File: src/rtl/sync_pkg.sv
// Shared constants and helpers for the boundary synchroniser/filter family.
package sync_pkg;

  localparam int unsigned SYNC_MIN_STAGES = 2;
  localparam int unsigned SYNC_MAX_STAGES = 4;
  localparam int unsigned FILT_MAX        = 255;

  // Smallest w with 2**w >= value; used to size the filter counters.
  function automatic int unsigned clog2(input int unsigned value);
    int unsigned w;
    w = 0;
    while ((64'd1 << w) < 64'(value)) begin
      w = w + 1;
    end
    return w;
  endfunction

endpackage : sync_pkg

File: src/rtl/sync_filter_ch.sv
// One channel: flop-chain synchroniser, consecutive-cycle glitch filter and
// registered rise/fall event pulses.
module sync_filter_ch
  import sync_pkg::*;
#(
  parameter int unsigned STAGES  = 2,
  parameter int unsigned FILT    = 4,
  parameter logic        RST_BIT = 1'b0
) (
  input  logic clk,
  input  logic rst,
  input  logic async_in,
  input  logic filt_bypass,
  output logic sync_out,
  output logic rise,
  output logic fall
);

  localparam int unsigned CW = clog2(FILT + 1);

  logic [STAGES-1:0] chain;
  logic              raw;
  logic [CW-1:0]     cnt;
  logic [CW-1:0]     cnt_nxt;
  logic              sync_nxt;
  logic              rise_nxt;
  logic              fall_nxt;

  assign raw = chain[STAGES-1];

  // Filter decision: a differing level must persist FILT cycles (or bypass is set).
  always_comb begin
    cnt_nxt  = '0;
    sync_nxt = sync_out;
    rise_nxt = 1'b0;
    fall_nxt = 1'b0;
    if (raw != sync_out) begin
      if (filt_bypass || (cnt == CW'(FILT - 1))) begin
        sync_nxt = raw;
        rise_nxt = raw;
        fall_nxt = ~raw;
      end else begin
        cnt_nxt = cnt + CW'(1);
      end
    end
  end

  // Chain, filter state and edge flops; reset never produces an edge pulse.
  always_ff @(posedge clk) begin
    if (rst) begin
      chain    <= {STAGES{RST_BIT}};
      sync_out <= RST_BIT;
      cnt      <= '0;
      rise     <= 1'b0;
      fall     <= 1'b0;
    end else begin
      chain    <= {chain[STAGES-2:0], async_in};
      sync_out <= sync_nxt;
      cnt      <= cnt_nxt;
      rise     <= rise_nxt;
      fall     <= fall_nxt;
    end
  end

endmodule : sync_filter_ch

File: src/rtl/multi_sync_filter.sv
// CH-channel boundary synchroniser with glitch filtering and edge events.
module multi_sync_filter
  import sync_pkg::*;
#(
  parameter int unsigned    CH      = 8,
  parameter int unsigned    STAGES  = 2,
  parameter int unsigned    FILT    = 4,
  parameter logic [CH-1:0]  RST_VAL = {CH{1'b0}}
) (
  input  logic          clk,
  input  logic          rst,
  input  logic [CH-1:0] async_in,
  input  logic          filt_bypass,
  output logic [CH-1:0] sync_out,
  output logic [CH-1:0] rise,
  output logic [CH-1:0] fall,
  output logic          any_event
);

  // Reject illegal configurations at elaboration.
  if ((STAGES < SYNC_MIN_STAGES) || (STAGES > SYNC_MAX_STAGES)) begin : g_bad_stages
    $error("multi_sync_filter: STAGES=%0d outside %0d..%0d",
           STAGES, SYNC_MIN_STAGES, SYNC_MAX_STAGES);
  end
  if ((FILT < 1) || (FILT > FILT_MAX)) begin : g_bad_filt
    $error("multi_sync_filter: FILT=%0d outside 1..%0d", FILT, FILT_MAX);
  end

  // One independent synchroniser/filter per channel.
  for (genvar i = 0; i < CH; i++) begin : g_ch
    sync_filter_ch #(
      .STAGES  (STAGES),
      .FILT    (FILT),
      .RST_BIT (RST_VAL[i])
    ) u_ch (
      .clk         (clk),
      .rst         (rst),
      .async_in    (async_in[i]),
      .filt_bypass (filt_bypass),
      .sync_out    (sync_out[i]),
      .rise        (rise[i]),
      .fall        (fall[i])
    );
  end

  assign any_event = |(rise | fall);

endmodule : multi_sync_filter

File: config.mk
export PLATFORM = sky130hd
export DESIGN_NAME = multi_sync_filter
export DESIGN_NICKNAME = d
export VERILOG_FILES = /design/src/rtl/sync_pkg.sv /design/src/rtl/sync_filter_ch.sv /design/src/rtl/multi_sync_filter.sv
export SDC_FILE = /design/constraint.sdc
export NUM_CORES = 1
export LEC_CHECK = 0
export BUFFER_PORTS_ARGS = -buffer_cell sky130_fd_sc_hd__buf_4
export CORE_AREA = 8 8 74 76
export CTS_CLUSTER_DIAMETER = 60
export CTS_CLUSTER_SIZE = 30
export DETAILED_ROUTE_END_ITERATION = 16
export DIE_AREA = 0 0 82 84
export MAX_ROUTING_LAYER = met4
export PLACE_DENSITY_LB_ADDON = 0.25
export SKIP_CTS_REPAIR_TIMING = 1
export SYNTH_ARGS = -nofsm -noshare
export SYNTH_HDL_FRONTEND = slang
export SYNTH_SLANG_ARGS = --single-unit
export TNS_END_PERCENT = 5
File: constraint.sdc
create_clock -name clk -period 2 [get_ports clk]
set_input_delay 0.1 -clock clk [delete_from_list [all_inputs] [get_ports clk]]
set_output_delay 0.1 -clock clk [all_outputs]
set_load 0.01 [all_outputs]
==> results of run 1 <==
## layout make-up
cell class,instances,area [sq um]
Clock inverter,3,40.0
Sequential cell,64,1280
Inverter,8,30.0
Tap cell,52,65.1
Clock buffer,13,159
Fill cell,326,1380
Multi-Input combinational cell,125,967
Timing Repair Buffer,43,343
## flip-flops by register name, summed over array words and instances (netlist names)
signal and cells:
g_ch.u_ch.cnt 24, g_ch.u_ch.rise 8, g_ch.u_ch.chain 16, g_ch.u_ch.sync_out 8
g_ch.u_ch.fall 8
## worst max-delay path: stages, from the launching register on
cell     delay, ns
dfxtp_1       0.32
nor4_1        0.35
nand4_1       0.16
buf_4         0.17
## metal layers
layer / GRT usage [%] / up-vias / share of wire (%)
met1: 15.3 / 745 / 44
met2: 18.5 / 37 / 48
met4: 7.67 / 0 / 1.6
met5: - / - / 0
li1: - / 817 / -
met3: 6.36 / 10 / 6.1
## synth_stat cells
| cell | count | share of area (%) |
|---|---|---|
| inv_1 | 8 | 1.2 |
| dfxtp_1 | 64 | 51 |
| or3b_1 | 8 | 2.8 |
| nor3_1 | 16 | 3.2 |
| xnor2_1 | 8 | 2.8 |
| buf_6 | 1 | 0.45 |
| buf_1 | 2 | 0.30 |
| clkbuf_1 | 2 | 0.30 |
| buf_2 | 3 | 0.60 |
| nor4b_1 | 16 | 5.6 |
| nor3b_2 | 6 | 3.0 |
| nor2b_1 | 16 | 4.0 |
| ha_1 | 16 | 8.0 |
| nor2_1 | 8 | 1.2 |
| nand4_1 | 1 | 0.25 |
| or3_4 | 5 | 2.3 |
| nor4_1 | 4 | 1.0 |
| nor3b_1 | 2 | 0.60 |
| a21oi_1 | 8 | 1.6 |
| buf_4 | 24 | 7.2 |
| or3_1 | 3 | 0.75 |
| o21ai_0 | 8 | 1.6 |
## kinds of logic after synthesis
family,synth area share (%)
buffers and inverters,10.1
flip-flops,51.3
AO/OA/AOI/OAI,3.20
XOR/XNOR,2.80
AND/OR/NAND/NOR,24.7
adder cells (fa/ha/maj),8.01
## stage by stage
stage,setup slack [ns],cells,util [%],hold WS (ns)
CTS,0.488,300,65.8,-0.0416
global placement,0.667,284,61.1,0.309
global route,0.447,308,67.7,0.205
detailed placement,0.610,284,61.1,0.314
floorplan,0.700,229,-,0.228
finish,0.555,308,67.7,0.203
## power by group through the flow
stage | Combinational, W | Clock (W) | Sequential [W]
2_1_floorplan | 0.0000973 | 0 | 0.00134
4_1_cts | 0.000128 | 0.00113 | 0.00132
5_1_grt | 0.000154 | 0.00119 | 0.00132
3_3_place_gp | 0.000125 | 0 | 0.00135
6_report | 0.000139 | 0.00110 | 0.00132
3_5_place_dp | 0.000127 | 0 | 0.00135
## worst max path at each step
| stage | startpoint | endpoint | slack (ns) | cells past startpoint |
|---|---|---|---|---|
| 2_1_floorplan | g_ch[0].u_ch.cnt[0]$_SDFF_PP0_ | g_ch[0].u_ch.cnt[1]$_SDFF_PP0_ | 0.70 | 4 |
| 3_3_place_gp | g_ch[2].u_ch.cnt[0]$_SDFF_PP0_ | g_ch[2].u_ch.cnt[1]$_SDFF_PP0_ | 0.67 | 4 |
| 3_5_place_dp | g_ch[7].u_ch.cnt[0]$_SDFF_PP0_ | g_ch[7].u_ch.cnt[2]$_SDFF_PP0_ | 0.61 | 4 |
| 4_1_cts | g_ch[1].u_ch.rise$_SDFF_PP0_ | any_event | 0.49 | 3 |
| 5_1_grt | g_ch[5].u_ch.rise$_SDFF_PP0_ | any_event | 0.45 | 3 |
| 6_report | g_ch[1].u_ch.rise$_SDFF_PP0_ | any_event | 0.55 | 3 |
==> metrics, run 1 <==
IO Pins 36; Slew headroom between 60% and 70%; Die H between 80 and 90 um; port buffer count 35; fmax around 700 MHz; crit path time final 1.45 ns; worst r2r src g_ch[5].u_ch.cnt[0]$_SDFF_PP0_; fraction of layout cells with a size suffix above 1 about a quarter; CTS tree done; DR vias/cell approximately 5.2; internal power around 0.0020 W; unrepaired setup endpoints after global routing false; CTS Buffer Depth 2; Synth Register Bits between 60 and 70; cell count after synthesis between 200 and 250; critical path peak fanout 2; sequential power share between 50% and 60%; Die Wd between 80 and 90 um; DR DRC count 0; max-slew violation count 0; total CTS buffers 9; worst hold stages 2; crit path capture type output pin; period utilization 72.3%; Hold/Removal Path Class input pin to register; clk_skew ~0.0055 ns; via count 1,609; outcome completed; Die Area ~0.007 sq mm; Core ar. about 0.0043 sq mm; DRT Pass-1 Iters 6; pin count of the biggest net entering global routing between 40 and 50; post-DP HPWL about 2700 um; switching portion of total power 21.4%; Max VDD drop around 0.56 mV; total negative slack 0 ns; drt total wl a little over 4000 um; syn_area_per_cell roughly 11 sq um; Slew @ Worst Pin ~0.47 ns; Synth cell types 22; clock sink count 64; most frequent cells in the layout 64 x dfxtp_1, 35 x buf_4; endpoint of the most critical register-to-register path g_ch[5].u_ch.cnt[1]$_SDFF_PP0_; Worst-Skew Late Latency approximately 0.34 ns; Hold Path End g_ch[4].u_ch.chain[0]$_SDFF_PP0_; synth warn 0; Final Hold Viols 0; Max Cap Viol 0; commonest non-fill, non-tap cell in the layout dfxtp_1; initial antenna violation count 0; vias in the first global route 1,512; WL/cell 13.5 um; clock transition time at the flip-flop clock pins of the worst setup and hold paths approximately 0.07 ns; cell area after layout 0.00289 sq mm; Starting Density roughly 60%; ant diodes 0; Arr. time, crit path ~1.4 ns; Tot GR Track Use 13.4%; Area after DPL approximately 0.0026 sq mm; P_leak between 1 and 1.5 nW; Mapped Nets 256; sequential share of the synthesized area between 50% and 60%; final setup violating endpoints 0; CP Launch Type register; row cnt 24; Max H-tree Level 3; Worst Path Required roughly 1.9 ns; global-route wire length before repair about 6800 um; Clk pwr share 43.1%; GR Overflow Total 0; R2R setup slack 0.60 ns; pwr dens roughly 890 mW/mm^2; critical path class register to output pin; Post-Syn Area 0.00250 sq mm; hold_sp rst; Iteration-0 DRC Markers between 100 and 150; power share of the combinational group under 10%; CTS Root Cell clkbuf_8; Total Power 0.00256 W; Net Sw Power 0.000547 W; worst r2r path cells 4; gpl congestion roughly 0.73; Final Net Count around 280; Layout Area Growth over Synthesis 15.4%; DRT antenna net count 0
No activity file was read; power rests on OpenSTA's default activity.
==> run 2: changes to the inputs <==
Settings changed: CORE_AREA 8 8 74 76 to 8 8 76 78, DIE_AREA 0 0 82 84 to 0 0 84 86.
Clock period 2 ns to 1.36 ns, I/O delays scaled along.
==> metrics, run 2 (synthesized netlist as in run 1, its figures left out) <==
outcome complete, but fails checks; failing checks negative setup slack; final setup violating endpoints 1; Die H ~86 um; row cnt 25; Starting Density between 50% and 60%; GR Overflow Total 0; max-slew violation count 0; most frequent cells in the layout 63 x dfxtp_1, 37 x buf_4, 16 x nor2b_1, 16 x nor4b_1; CTS tree done; pin count of the biggest net entering global routing between 40 and 50; Core ar. ~0.0046 sq mm; crit path time final roughly 1.4 ns; via count ~1,600; commonest non-fill, non-tap cell in the layout dfxtp_1; ant diodes 0; Max Cap Viol 0; pwr dens approximately 1300 mW/mm^2; total CTS buffers 9; CP cell instances nor4_4, buf_4, nand4_1, buf_4; Worst-Skew Late Latency 0.33 ns; fmax 715 MHz; critical path's top delay family flip-flops; Die Wd 84 um; gpl congestion 0.754; CP Buf/Inv Count 2; WL met1 about 1800 um; unrepaired setup endpoints after global routing true; Tot GR Track Use 12.3%; WL met3 roughly 190 um; post-route setup slack -0.0389 ns; global-route wire length before repair between 6000 and 7000 um; DRT antenna net count 0; Arr. time, crit path between 1 and 1.5 ns; CTS Root Cell clkbuf_8; drt total wl 4130 um; crit path capture type output pin; Iteration-0 DRC Markers 48; clock transition time at the flip-flop clock pins of the worst setup and hold paths 0.06 ns; CP most frequent cell buf_4; clk_skew approximately 0.0067 ns; critical path class register to output pin; fraction of layout cells with a size suffix above 1 32.2%; vias in the first global route about 1,600; IO Pins 36; port buffer count 35; slowest CP cell dfxtp_2; post-DP HPWL approximately 2800 um; met2 wire length between 2000 and 2500 um; P_leak ~1.1 nW; critical path peak fanout 2; Max H-tree Level 3; Final Hold Viols 0; Hold/Removal Path Class input pin to register; Max VDD drop 0.737 mV; DR vias/cell 5.15; Filler cells 371; initial antenna violation count 0; total negative slack -0.0389 ns; Largest Register g_ch.u_ch.cnt; Layout Area Growth over Synthesis 20.6%; WL/cell between 10 and 15 um; Worst Path Required ~1.3 ns; Die Area slightly above 0.007 sq mm; DRT Pass-1 Iters 4; Final Net Count 280; period utilization 103%; Slew @ Worst Pin 0.407 ns; clock sink count 64; DR DRC count 0; CP Launch Type register; Largest regs g_ch.u_ch.cnt x24, g_ch.u_ch.chain x16; Area after DPL around 0.0026 sq mm; cell area after layout just over 0.003 sq mm; Slew headroom 72.9%; Largest register FFs 24; CTS Buffer Depth 2; delay of the slowest critical-path stage ~0.35 ns; top layer in use met4
run 2: changes by cell type in the layout (fill, tap and decap cells not counted), moves of 3 or more:
cell and delta:
ha_1 -8, ha_2 +8, nor3_1 -6, nor3_2 +6, or3_1 -3, or3_4 +3
run 2: where the power goes:
| group | switching (W) | total [W] | leakage [nW] | internal, W |
|---|---|---|---|---|
| registers | 0.0000280 | 0.00194 | 0.521 | 0.00191 |
| clock network | 0.000662 | 0.00174 | 0.108 | 0.00108 |
| logic | 0.000103 | 0.000219 | 0.513 | 0.000116 |
run 2: per-stage QoR:
| step | hold WS (ns) | std cells | util, % | total power, W | worst slack, ns |
|---|---|---|---|---|---|
| floorplan | 0.196 | 229 | - | 0.00212 | 0.0605 |
| CTS | -0.0690 | 304 | 61.7 | 0.00392 | -0.116 |
| global placement | 0.280 | 288 | 57.1 | 0.00217 | 0.0279 |
| global route | 0.171 | 312 | 65.6 | 0.00406 | -0.129 |
| detailed placement | 0.286 | 288 | 57.1 | 0.00217 | -0.0345 |
| finish | 0.155 | 312 | 65.6 | 0.00391 | -0.0389 |
run 2: layer usage:
metal / track usage, % / up-vias
met1: 13.0 / 746
met3: 3.98 / 6
met2: 19.2 / 30
met4: 8.95 / 0
met5: - / -
li1: - / 826
run 2: path summary, 6_finish.rpt:
kind	from	end	slack, ns	cells past startpoint
max	g_ch[3].u_ch.fall$_SDFF_PP0_	any_event	-0.04	4
min	rst	g_ch[2].u_ch.chain[0]$_SDFF_PP0_	0.15	2
max reg2reg	g_ch[7].u_ch.cnt[0]$_SDFF_PP0_	g_ch[7].u_ch.cnt[1]$_SDFF_PP0_	0.03	4
min reg2reg	g_ch[3].u_ch.cnt[0]$_SDFF_PP0_	g_ch[3].u_ch.cnt[0]$_SDFF_PP0_	0.43	1
run 2: cell type report:
type / count / area, sq um / area share (%)
Clock buffer: 13 / 149 / 4.94
Clock inverter: 3 / 65.1 / 2.16
Inverter: 8 / 30.0 / 0.996
Multi-Input combinational cell: 125 / 1060 / 35.3
Sequential cell: 64 / 1280 / 42.5
Tap cell: 54 / 67.6 / 2.24
Timing Repair Buffer: 45 / 358 / 11.9
run 2: worst reg2reg max path, cell delays in order (launching register included):
cell     delay (ns)
dfxtp_1        0.32
ha_1           0.20
ha_2           0.20
or3_4          0.40
nor3b_2        0.15
